$ cat src/rtl/pwm_multi_pkg.sv
// Shared types and constants for the multi-channel PWM generator.
package pwm_pkg;

  typedef enum logic {PWM_EDGE, PWM_CENTER} pwm_mode_t;
  typedef enum logic {DIR_UP, DIR_DOWN} pwm_dir_t;

  localparam int MAX_CHANNELS = 16;

  // Width of a channel index; a single channel still gets a 1-bit address.
  function automatic int addr_width(input int channels);
    return (channels > 1) ? $clog2(channels) : 1;
  endfunction

endpackage

$ cat src/rtl/pwm_multi_if.sv
// Duty-write bus: single-cycle strobe, channel index and duty value, no backpressure.
interface pwm_multi_if
  import pwm_pkg::*;
#(
  parameter int WIDTH    = 8,
  parameter int CHANNELS = 4
);

  localparam int AW = addr_width(CHANNELS);

  logic             WE;
  logic [AW-1:0]    ADDR;
  logic [WIDTH-1:0] WDATA;

  modport master (output WE, ADDR, WDATA);
  modport slave  (input  WE, ADDR, WDATA);

endinterface

$ cat src/rtl/pwm_multi_channel.sv
// One PWM channel: shadow/active duty pair plus the registered comparator.
module pwm_channel #(
  parameter int WIDTH = 8
) (
  input  logic             CLK,
  input  logic             RST,
  input  logic             EN,
  input  logic             LOAD,
  input  logic             WR,
  input  logic [WIDTH-1:0] WDATA,
  input  logic [WIDTH-1:0] CNT,
  output logic             PWM
);

  logic [WIDTH-1:0] duty_shd;
  logic [WIDTH-1:0] duty_act;

  // Shadow takes every write; active copies it on LOAD, taking a coincident write straight through.
  always_ff @(posedge CLK) begin
    if (RST) begin
      duty_shd <= '0;
      duty_act <= '0;
      PWM      <= 1'b0;
    end else begin
      if (WR) begin
        duty_shd <= WDATA;
      end
      if (LOAD) begin
        duty_act <= WR ? WDATA : duty_shd;
      end
      PWM <= EN && (CNT < duty_act);
    end
  end

endmodule

$ cat src/rtl/pwm_multi.sv
// Multi-channel PWM: one shared edge/centre-aligned period counter feeding CHANNELS comparators.
module pwm_multi
  import pwm_pkg::*;
#(
  parameter int WIDTH    = 8,
  parameter int CHANNELS = 4
) (
  input  logic                CLK,
  input  logic                RST,
  input  logic                EN,
  input  logic                MODE,
  input  logic [WIDTH-1:0]    PERIOD,
  pwm_multi_if.slave          wbus,
  output logic [CHANNELS-1:0] PWM_OUT,
  output logic                PERIOD_END
);

  localparam int               AW  = addr_width(CHANNELS);
  localparam logic [WIDTH-1:0] ONE = WIDTH'(1);

  logic [WIDTH-1:0] cnt;
  logic [WIDTH-1:0] cnt_nxt;
  logic [WIDTH-1:0] period_act;
  pwm_mode_t        mode_act;
  pwm_dir_t         dir;
  pwm_dir_t         dir_nxt;
  logic             boundary;
  logic             load;

  // Last cycle of the period; P=0 makes every cycle a boundary in both modes.
  always_comb begin
    boundary = 1'b0;
    if (period_act == '0) begin
      boundary = 1'b1;
    end else if (mode_act == PWM_EDGE) begin
      boundary = (cnt == period_act);
    end else begin
      boundary = (cnt == ONE) && ((dir == DIR_DOWN) || (period_act == ONE));
    end
  end

  // While disabled the active settings track their inputs every cycle.
  assign load = boundary || !EN;

  // Next counter value and direction: wrap at boundary, turn around at the top in centre mode.
  always_comb begin
    cnt_nxt = cnt + ONE;
    dir_nxt = dir;
    if (!EN || boundary) begin
      cnt_nxt = '0;
      dir_nxt = DIR_UP;
    end else if (mode_act == PWM_CENTER) begin
      if (dir == DIR_DOWN) begin
        cnt_nxt = cnt - ONE;
      end else if (cnt == period_act) begin
        cnt_nxt = cnt - ONE;
        dir_nxt = DIR_DOWN;
      end
    end
  end

  // Counter state, period/mode double buffer and the registered period-end pulse.
  always_ff @(posedge CLK) begin
    if (RST) begin
      cnt        <= '0;
      dir        <= DIR_UP;
      period_act <= '0;
      mode_act   <= PWM_EDGE;
      PERIOD_END <= 1'b0;
    end else begin
      cnt        <= cnt_nxt;
      dir        <= dir_nxt;
      PERIOD_END <= EN && boundary;
      if (load) begin
        period_act <= PERIOD;
        mode_act   <= pwm_mode_t'(MODE);
      end
    end
  end

  for (genvar k = 0; k < CHANNELS; k++) begin : g_ch
    pwm_channel #(
      .WIDTH (WIDTH)
    ) u_ch (
      .CLK   (CLK),
      .RST   (RST),
      .EN    (EN),
      .LOAD  (load),
      .WR    (wbus.WE && (wbus.ADDR == AW'(k))),
      .WDATA (wbus.WDATA),
      .CNT   (cnt),
      .PWM   (PWM_OUT[k])
    );
  end

endmodule

$ cat src/flat_wrapper.sv
// flat-port wrapper written by rule: the top's interface ports become plain ports
module pwm_multi_flat import pwm_pkg::*;
#(
  parameter int WIDTH    = 8,
  parameter int CHANNELS = 4
)
  (CLK, RST, EN, MODE, PERIOD, PWM_OUT, PERIOD_END, wbus_WE, wbus_ADDR, wbus_WDATA);
  pwm_multi_if #(.WIDTH(WIDTH), .CHANNELS(CHANNELS)) wbus_i ();
  input  logic CLK;
  input  logic RST;
  input  logic EN;
  input  logic MODE;
  input  logic [WIDTH-1:0] PERIOD;
  output logic [CHANNELS-1:0] PWM_OUT;
  output logic PERIOD_END;
  input wire logic [$bits(wbus_i.WE)-1:0] wbus_WE;
  input wire logic [$bits(wbus_i.ADDR)-1:0] wbus_ADDR;
  input wire logic [$bits(wbus_i.WDATA)-1:0] wbus_WDATA;
  assign wbus_i.WE = wbus_WE;
  assign wbus_i.ADDR = wbus_ADDR;
  assign wbus_i.WDATA = wbus_WDATA;
  pwm_multi #(.WIDTH(WIDTH), .CHANNELS(CHANNELS)) u_core (.CLK(CLK), .RST(RST), .EN(EN), .MODE(MODE), .PERIOD(PERIOD), .wbus(wbus_i), .PWM_OUT(PWM_OUT), .PERIOD_END(PERIOD_END));
endmodule
$ cat config.mk
export PLATFORM = sky130hd
export DESIGN_NAME = pwm_multi_flat
export DESIGN_NICKNAME = d
export VERILOG_FILES = /design/src/rtl/pwm_multi_pkg.sv /design/src/rtl/pwm_multi_if.sv /design/src/rtl/pwm_multi_channel.sv /design/src/rtl/pwm_multi.sv /design/src/flat_wrapper.sv
export SDC_FILE = /design/constraint.sdc
export NUM_CORES = 1
export LEC_CHECK = 0
export ABC_AREA = 1
export BUFFER_PORTS_ARGS = -buffer_cell sky130_fd_sc_hd__buf_2
export CORE_AREA = 2 2 116 118
export DETAILED_ROUTE_END_ITERATION = 6
export DIE_AREA = 0 0 118 120
export REMOVE_ABC_BUFFERS = 1
export SETUP_SLACK_MARGIN = 0.1
export SLEW_MARGIN = 5
export SYNTH_ARGS = -nofsm -noshare
export SYNTH_HDL_FRONTEND = slang
export SYNTH_SLANG_ARGS = --single-unit
$ cat constraint.sdc
create_clock -name CLK -period 1.97 [get_ports CLK]
set_input_delay 0.0985 -clock CLK [delete_from_list [all_inputs] [get_ports CLK]]
set_output_delay 0.0985 -clock CLK [all_outputs]
set_load 0.01 [all_outputs]
==> results of run 1 <==
## layer usage
metal | GRT usage [%] | vias up | share of wire [%]
met5 | 0 | - | 0
met1 | 16.6 | 1604 | 46
met2 | 23.2 | 51 | 48
met3 | 3.09 | 6 | 5.0
met4 | 4.22 | 0 | 0.88
li1 | - | 1868 | -
## timing repair
| action | 4_1_cts | 5_1_grt |
|---|---|---|
| buffers inserted | 0 | 3 |
| hold buffers | 1 | 0 |
| hold endpoints to repair | 1 | 0 |
| gates resized for setup | 0 | 6 |
| endpoints found under the setup margin | 0 | 11 |
## final cells by class
cell class | instances | area (um^2)
Tap cell | 176 | 220
Clock inverter | 6 | 37.5
Clock buffer | 10 | 229
Timing Repair Buffer | 41 | 246
Inverter | 103 | 403
Fill cell | 1392 | 7900
Sequential cell | 87 | 1740
Multi-Input combinational cell | 371 | 2200
## placed cells by master (no fill, tap or decap), types with 5 or more instances in the layout
cell type | Yosys | layout
nand2_1 | 115 | 115
inv_1 | 99 | 98
dfxtp_1 | 87 | 86
nor2_1 | 63 | 63
o21ai_0 | 36 | 36
mux2i_1 | 32 | 32
ha_1 | 31 | 31
buf_2 | 2 | 27
nand2_2 | 23 | 23
nand3_1 | 19 | 19
a21oi_1 | 12 | 12
buf_4 | 4 | 12
clkbuf_16 | 0 | 9
nor3_1 | 5 | 5
## state kept, by name, summed over array words and instances, names as in the netlist
name	flops
u_core.g_ch.u_ch.duty_shd	32
u_core.g_ch.u_ch.duty_act	32
u_core.period_act	8
u_core.mode_act	1
u_core.dir	1
u_core.cnt	8
u_core.g_ch.u_ch.PWM	4
u_core.PERIOD_END	1
## report_power, final
part / leakage [nW] / internal [mW] / switching, mW
registers: 0.714 / 1.91 / 0.0615
clock network: 0.124 / 0.847 / 0.676
logic: 1.91 / 0.343 / 0.601
## final timing paths
kind | startpoint | endpoint | slack (ps) | depth (start not counted)
setup / recovery | u_core.cnt[1] | u_core.g_ch[3].u_ch.duty_act[6] | 280 | 10
hold / removal | PERIOD[4] | u_core.period_act[4] | 60 | 5
setup reg to reg | u_core.cnt[1] | u_core.g_ch[3].u_ch.duty_act[6] | 280 | 10
hold reg to reg | u_core.dir | u_core.dir | 490 | 2
## cell families (layout without fill, tap and decap cells)
family                     count (synthesis)  after routing
adders and majority gates                 31             31
AOI/OAI and AO/OA                         65             65
buffers and inverters                    123            160
muxes                                     32             32
DFF                                       87             87
xor gates and xnor gates                   6              6
and+or+nand+nor                          235            237
## worst register-to-register path: stages, from the launching register on
cell and delay (ps):
dfxtp_1 320, inv_1 110, ha_1 160, nand4_1 90
nor2_1 180, a21oi_4 90, buf_4 170, nand3_2 200
o21ai_0 140, nand2_1 100, inv_1 40
==> results.md, run 1 <==
- Final Power: 4.44 mW
- F_max: 593 MHz
- Final cycle utilization of the critical path: 85.7%
- Worst path max stage delay: 320 ps
- Core Area: 13000 um^2
- Starting DRC count in detailed routing: 95
- Place WS: 188 ps
- Adder-Cell Fraction of Synth Area: 8.70%
- Detailed-route wire length per cell: 11.7 um
- Synth Warn #: 0
- Post-synthesis mux area share: 7.18%
- I/O pin total: 28
- Buffers on Ports: 27
- Vias in the first global route: 3364
- Outcome: complete, no violations
- Main combinational cell family by area after synthesis: simple AND/OR/NAND/NOR gates
- Detailed placement HPWL: 6540 um
- Die W: 118 um
- Initial Utilization: 34.4%
- Startpoint Class: flip-flop
- Clk sinks: 87
- Data required time at the worst endpoint: 2200 ps
- Crit-path max FO: 8
- Distinct cells, synth: 33
- DP Area: 4740 um^2
- Final hold violation count: 0
- Slowest CP cell: dfxtp_1
- Die area: 14200 um^2
- Max VDD drop: 0.000410 V
- Routed vias: 3529
- Final RePlAce weighted congestion: 0.807
- Ranking of synthesized cells by area: dfxtp_1 (39%), nand2_1 (9.7%), ha_1 (8.7%)
- Cell Pwr Density: 874 nW/um^2
- Final min period: 1690 ps
- Synthesized area: 4460 um^2
- Residual DRC count: 0
- Final instance area: 5080 um^2
- Top-area cell type share of the netlist area: 39.1%
- Static leakage: 2.75 nW
- # setup viols final: 0
- Core Rows: 42
- Setup total negative slack: 0 ps
- FF+latch count, synth: 87
- Unrepaired setup endpoints after global routing: no
- Sequential-to-total area share from yosys stat: 39.1%
- Antenna Violating Nets Remaining: 0
- Hold WC Path Type: in2reg
- Most common cell in the netlist: nand2_1
- Final std cells w/o fill: 794
- Skew final: 6.03 ps
- Area growth from synthesis to layout: 14.0%
- Post-synthesis compound-gate area fraction: 8.33%
- Buffers & Inverters on Critical Path: 3
- Ys async rst share: 0%
- Maximum clock path buffer count: 2
- Setup crit end kind: flip-flop
- TritonCTS clock tree: done
- Main synth FF type: dfxtp_1
- Top delay family on crit path: simple AND/OR/NAND/NOR gates
- Gate Count Post-Synth: 579
- Global route overflow: 0
- Crit path cell chain: inv_1, ha_1, nand4_1, nor2_1, a21oi_4, buf_4, nand3_2, o21ai_0, nand2_1, inv_1
- Post-Route Utilization: 39.2%
- Antenna violations before repair: 0
- EDFF count, synth: 0
- DP Cell Count: 772
- Gr usage total: 13.4%
- Layout cells sized above 1: 15.0%
- Leading area contributor after synthesis: dfxtp_1
- Post-synthesis simple-gate area fraction: 23.4%
- Die Y: 120 um
- Largest net degree at the start of global routing: 66
- Worst-margin pin slew: 690 ps
- Crit Path Class: reg2reg
- XOR/XNOR Fraction of Synth Area: 1.18%
- Clock latency on the worst-skew pair: 330 ps
- Max cap viols: 0
- First-pass GRT wire length: 15300 um
- Arrival @ worst endpoint: 1920 ps
- Most used cell, CP: inv_1
- CTS Buf Count: 9
- Avg Cell Area, Syn: 7.70 um^2
- Max-slew headroom: 53.8%
- CTS Root Buffer Type: clkbuf_16
- Fin. max-slew vios: 0
- Post-synth top cells: nand2_1 (115), inv_1 (99), dfxtp_1 (87), nor2_1 (63), o21ai_0 (36)
- Ant. Diodes: 0
- Nets: 667
- Hold Slack: 57.9 ps
- Htree depth: 3
- Final WS setup: 282 ps
- Vias per Instance: 4.44
- DRT Pass-1 Iters: 4
- Routed wire length: 9320 um
- Clock slew at reported path FFs: 60 ps
Power figures use the tool's default switching activity.
==> run 2, diff against run 1 <==
Settings changed: CORE_AREA 2 2 116 118 to 2 2 118 120, DIE_AREA 0 0 118 120 to 0 0 120 122, SYNTH_HIERARCHICAL from default to 1.
==> run 2 against run 1 <==
Against the previous run: final cell count increased by 6.3%; register-to-register slack got worse by 130 ps; clock-buffer cell count increased by 1; clock power increased by 25%; largest power group unchanged.
==> results.md, run 2 <==
- Outcome: complete, no violations
- RR Startpoint: u_core/cnt[4]
- Slowest CP cell: dfxtp_1
- Commonest non-fill, non-tap cell in the layout: nand2_1
- Synthesized area: 4560 um^2
- Starting DRC count in detailed routing: 207
- Skew final: 9.49 ps
- Gate Count Post-Synth: 608
- Global route overflow: 0
- EDFF count, synth: 0
- Arrival @ worst endpoint: 2110 ps
- Vias in the first global route: 3354
- Main synth FF type: dfxtp_1
- Die Y: 122 um
- Final min period: 1820 ps
- CP Capture Point: u_core/g_ch[1].u_ch/duty_act[2]
- Clock latency on the worst-skew pair: 350 ps
- Largest net degree at the start of global routing: 69
- Detailed-route wire length per cell: 12.1 um
- Register-to-register setup slack: 150 ps
- Avg Cell Area, Syn: 7.49 um^2
- Leading area contributor after synthesis: dfxtp_1
- Maximum clock path buffer count: 2
- Ant. Diodes: 0
- Place WS: 172 ps
- Routed wire length: 10200 um
- Top-area cell type share of the netlist area: 38.2%
- Startpoint Class: flip-flop
- Hold WC Path Type: in2reg
- DP Area: 4910 um^2
- Ys async rst share: 0%
- I/O pin total: 28
- CTS Buf Count: 9
- Max cap viols: 0
- Cell Pwr Density: 917 nW/um^2
- FILL cells: 1394
- Clock slew at reported path FFs: 60 ps
- Gr usage total: 14.7%
- Antenna Violating Nets Remaining: 0
- Routed vias: 3690
- Final cycle utilization of the critical path: 92.2%
- Top Registers: u_core/g_ch.u_ch/duty_act: 32 flops, u_core/g_ch.u_ch/duty_shd: 32 flops
- Distinct cells, synth: 31
- Post-synth top cells: nand2_1 (139), inv_1 (111), dfxtp_1 (87), nor2_1 (69), a21oi_1 (46)
- First-pass GRT wire length: 16700 um
- Critical Path Start: u_core/cnt[4]
- TritonCTS clock tree: done
- Synth Warn #: 6
- FF-to-FF path depth: 12
- Post-Route Utilization: 40.2%
- Vias per Instance: 4.37
- Nets: 713
- Final WS setup: 153 ps
- R2r endpoint: u_core/g_ch[1].u_ch/duty_act[2]
- Worst path max stage delay: 400 ps
- Final std cells w/o fill: 844
- Die W: 120 um
- Die area: 14600 um^2
- Unrepaired setup endpoints after global routing: yes
- Max-slew headroom: 50.9%
- Antenna violations before repair: 0
- Crit. path cell count: 12
- Area growth from synthesis to layout: 19.3%
- Top delay family on crit path: buffers and inverters
- DP Cell Count: 811
- Hold Slack: 49.3 ps
- Fin. max-slew vios: 0
- Highest-count cells in the layout ignoring fill and taps: nand2_1 (139), inv_1 (106), dfxtp_1 (83)
- Final instance area: 5440 um^2
- Data required time at the worst endpoint: 2260 ps
- Core Rows: 43
- Buffers & Inverters on Critical Path: 5
- Crit path cell chain: buf_4, nor2_4, nand2_2, nor2_4, a21oi_4, nand3_4, clkbuf_16, clkbuf_2, buf_4, nand2_1, nand2_1, inv_1
- Final hold violation count: 0
- FF+latch count, synth: 87
- Worst-margin pin slew: 736 ps
- DRT Pass-1 Iters: 5
- Residual DRC count: 0
- Most common cell in the netlist: nand2_1
- # setup viols final: 0
- Crit Path Class: reg2reg
- Buffers on Ports: 27
- Max VDD drop: 0.000432 V
- Layout cells sized above 1: 18.2%
- Crit-path max FO: 7
- F_max: 550 MHz
- Clk sinks: 87
- Ranking of synthesized cells by area: dfxtp_1 (38%), nand2_1 (11%), inv_1 (9.1%)
- Static leakage: 2.80 nW
- CTS Root Buffer Type: clkbuf_16
- Sequential-to-total area share from yosys stat: 38.2%
- Detailed placement HPWL: 6910 um
- Initial Utilization: 33.7%
- Core Area: 13500 um^2
- Final RePlAce weighted congestion: 0.825
- Setup crit end kind: flip-flop
- Htree depth: 3
## run 2: changes by cell type in the layout (fill, tap and decap cells not counted), sizes merged, moves of 6 or more
cell   before  now
o21ai      36    6
nand3      25   19
a21oi      13   48
nor2       66   80
inv       100  111
buf        40   57
nand2     138  146
## run 2: timing repair
action                     4_1_cts  5_1_grt
buffers inserted                 0       15
setup endpoints to repair        0       40
gates resized for setup          0       17
hold buffers                     1        0
hold endpoints to repair         1        0
## run 2: worst min-delay path by stage
| stage | start | depth (start not counted) | slack [ps] | endpoint |
|---|---|---|---|---|
| 3_3_place_gp | MODE | 3 | 360 | u_core/mode_act |
| 5_1_grt | PERIOD[5] | 5 | 60 | u_core/period_act[5] |
| 6_report | PERIOD[2] | 5 | 50 | u_core/period_act[2] |
| 3_5_place_dp | MODE | 3 | 350 | u_core/mode_act |
| 2_1_floorplan | RST | 1 | 170 | u_core/g_ch[0].u_ch/PWM |
| 4_1_cts | PERIOD[2] | 5 | 40 | u_core/period_act[2] |
## run 2: per-stage QoR
stage               power (mW)  TNS (ps)
finish                    4.98         0
global route              5.27         0
CTS                       4.92         0
detailed placement        2.99         0
global placement          2.99         0
floorplan                 2.69     -3460
## run 2: layout make-up
class                   instances  area [um^2]  share of cell area [%]
multi-input cells             388         2270                    41.8
clock inverters                 5         88.8                    1.63
repair buffers                 60          420                    7.73
inverters                     113          439                    8.08
clock buffers                  11          243                    4.47
well taps                     180          225                    4.14
flip-flops and latches         87         1750                    32.1
## run 2: power breakdown
| part | internal (mW) | switching, mW | leakage [nW] |
|---|---|---|---|
| Combinational | 0.441 | 0.665 | 1.92 |
| Clock | 1.16 | 0.741 | 0.162 |
| Sequential | 1.91 | 0.0640 | 0.715 |
## run 2: worst register-to-register path: cells and delay by family (launching register included)
family / cells / cell delay (ps)
AOI/OAI and AO/OA: 1 / 180
and+or+nand+nor: 6 / 440
DFF: 1 / 400
buffers and inverters: 5 / 760
## run 2: cell families (layout without fill, tap and decap cells)
group           after synthesis  after routing  synth area share [%]
simple gates                257            257                  24.4
xor+xnor                     10             10                  1.92
buf+inv                     133            189                  12.8
fa+ha+maj                    31             31                  8.51
flops                        87             87                  38.2
mux                          28             28                  6.15
compound gates               62             62                  8.02
## run 2: routing by layer
layer  share of wire, %  vias up  global-route usage (%)  wire length [um]
met5                  0        -                       0                 0
met4                1.1        0                    4.34               114
met3                4.4       10                    4.35               447
met2                 45       58                    23.9              4630
met1                 49     1646                    19.0              5020
li1                   -     1976                       -                 -
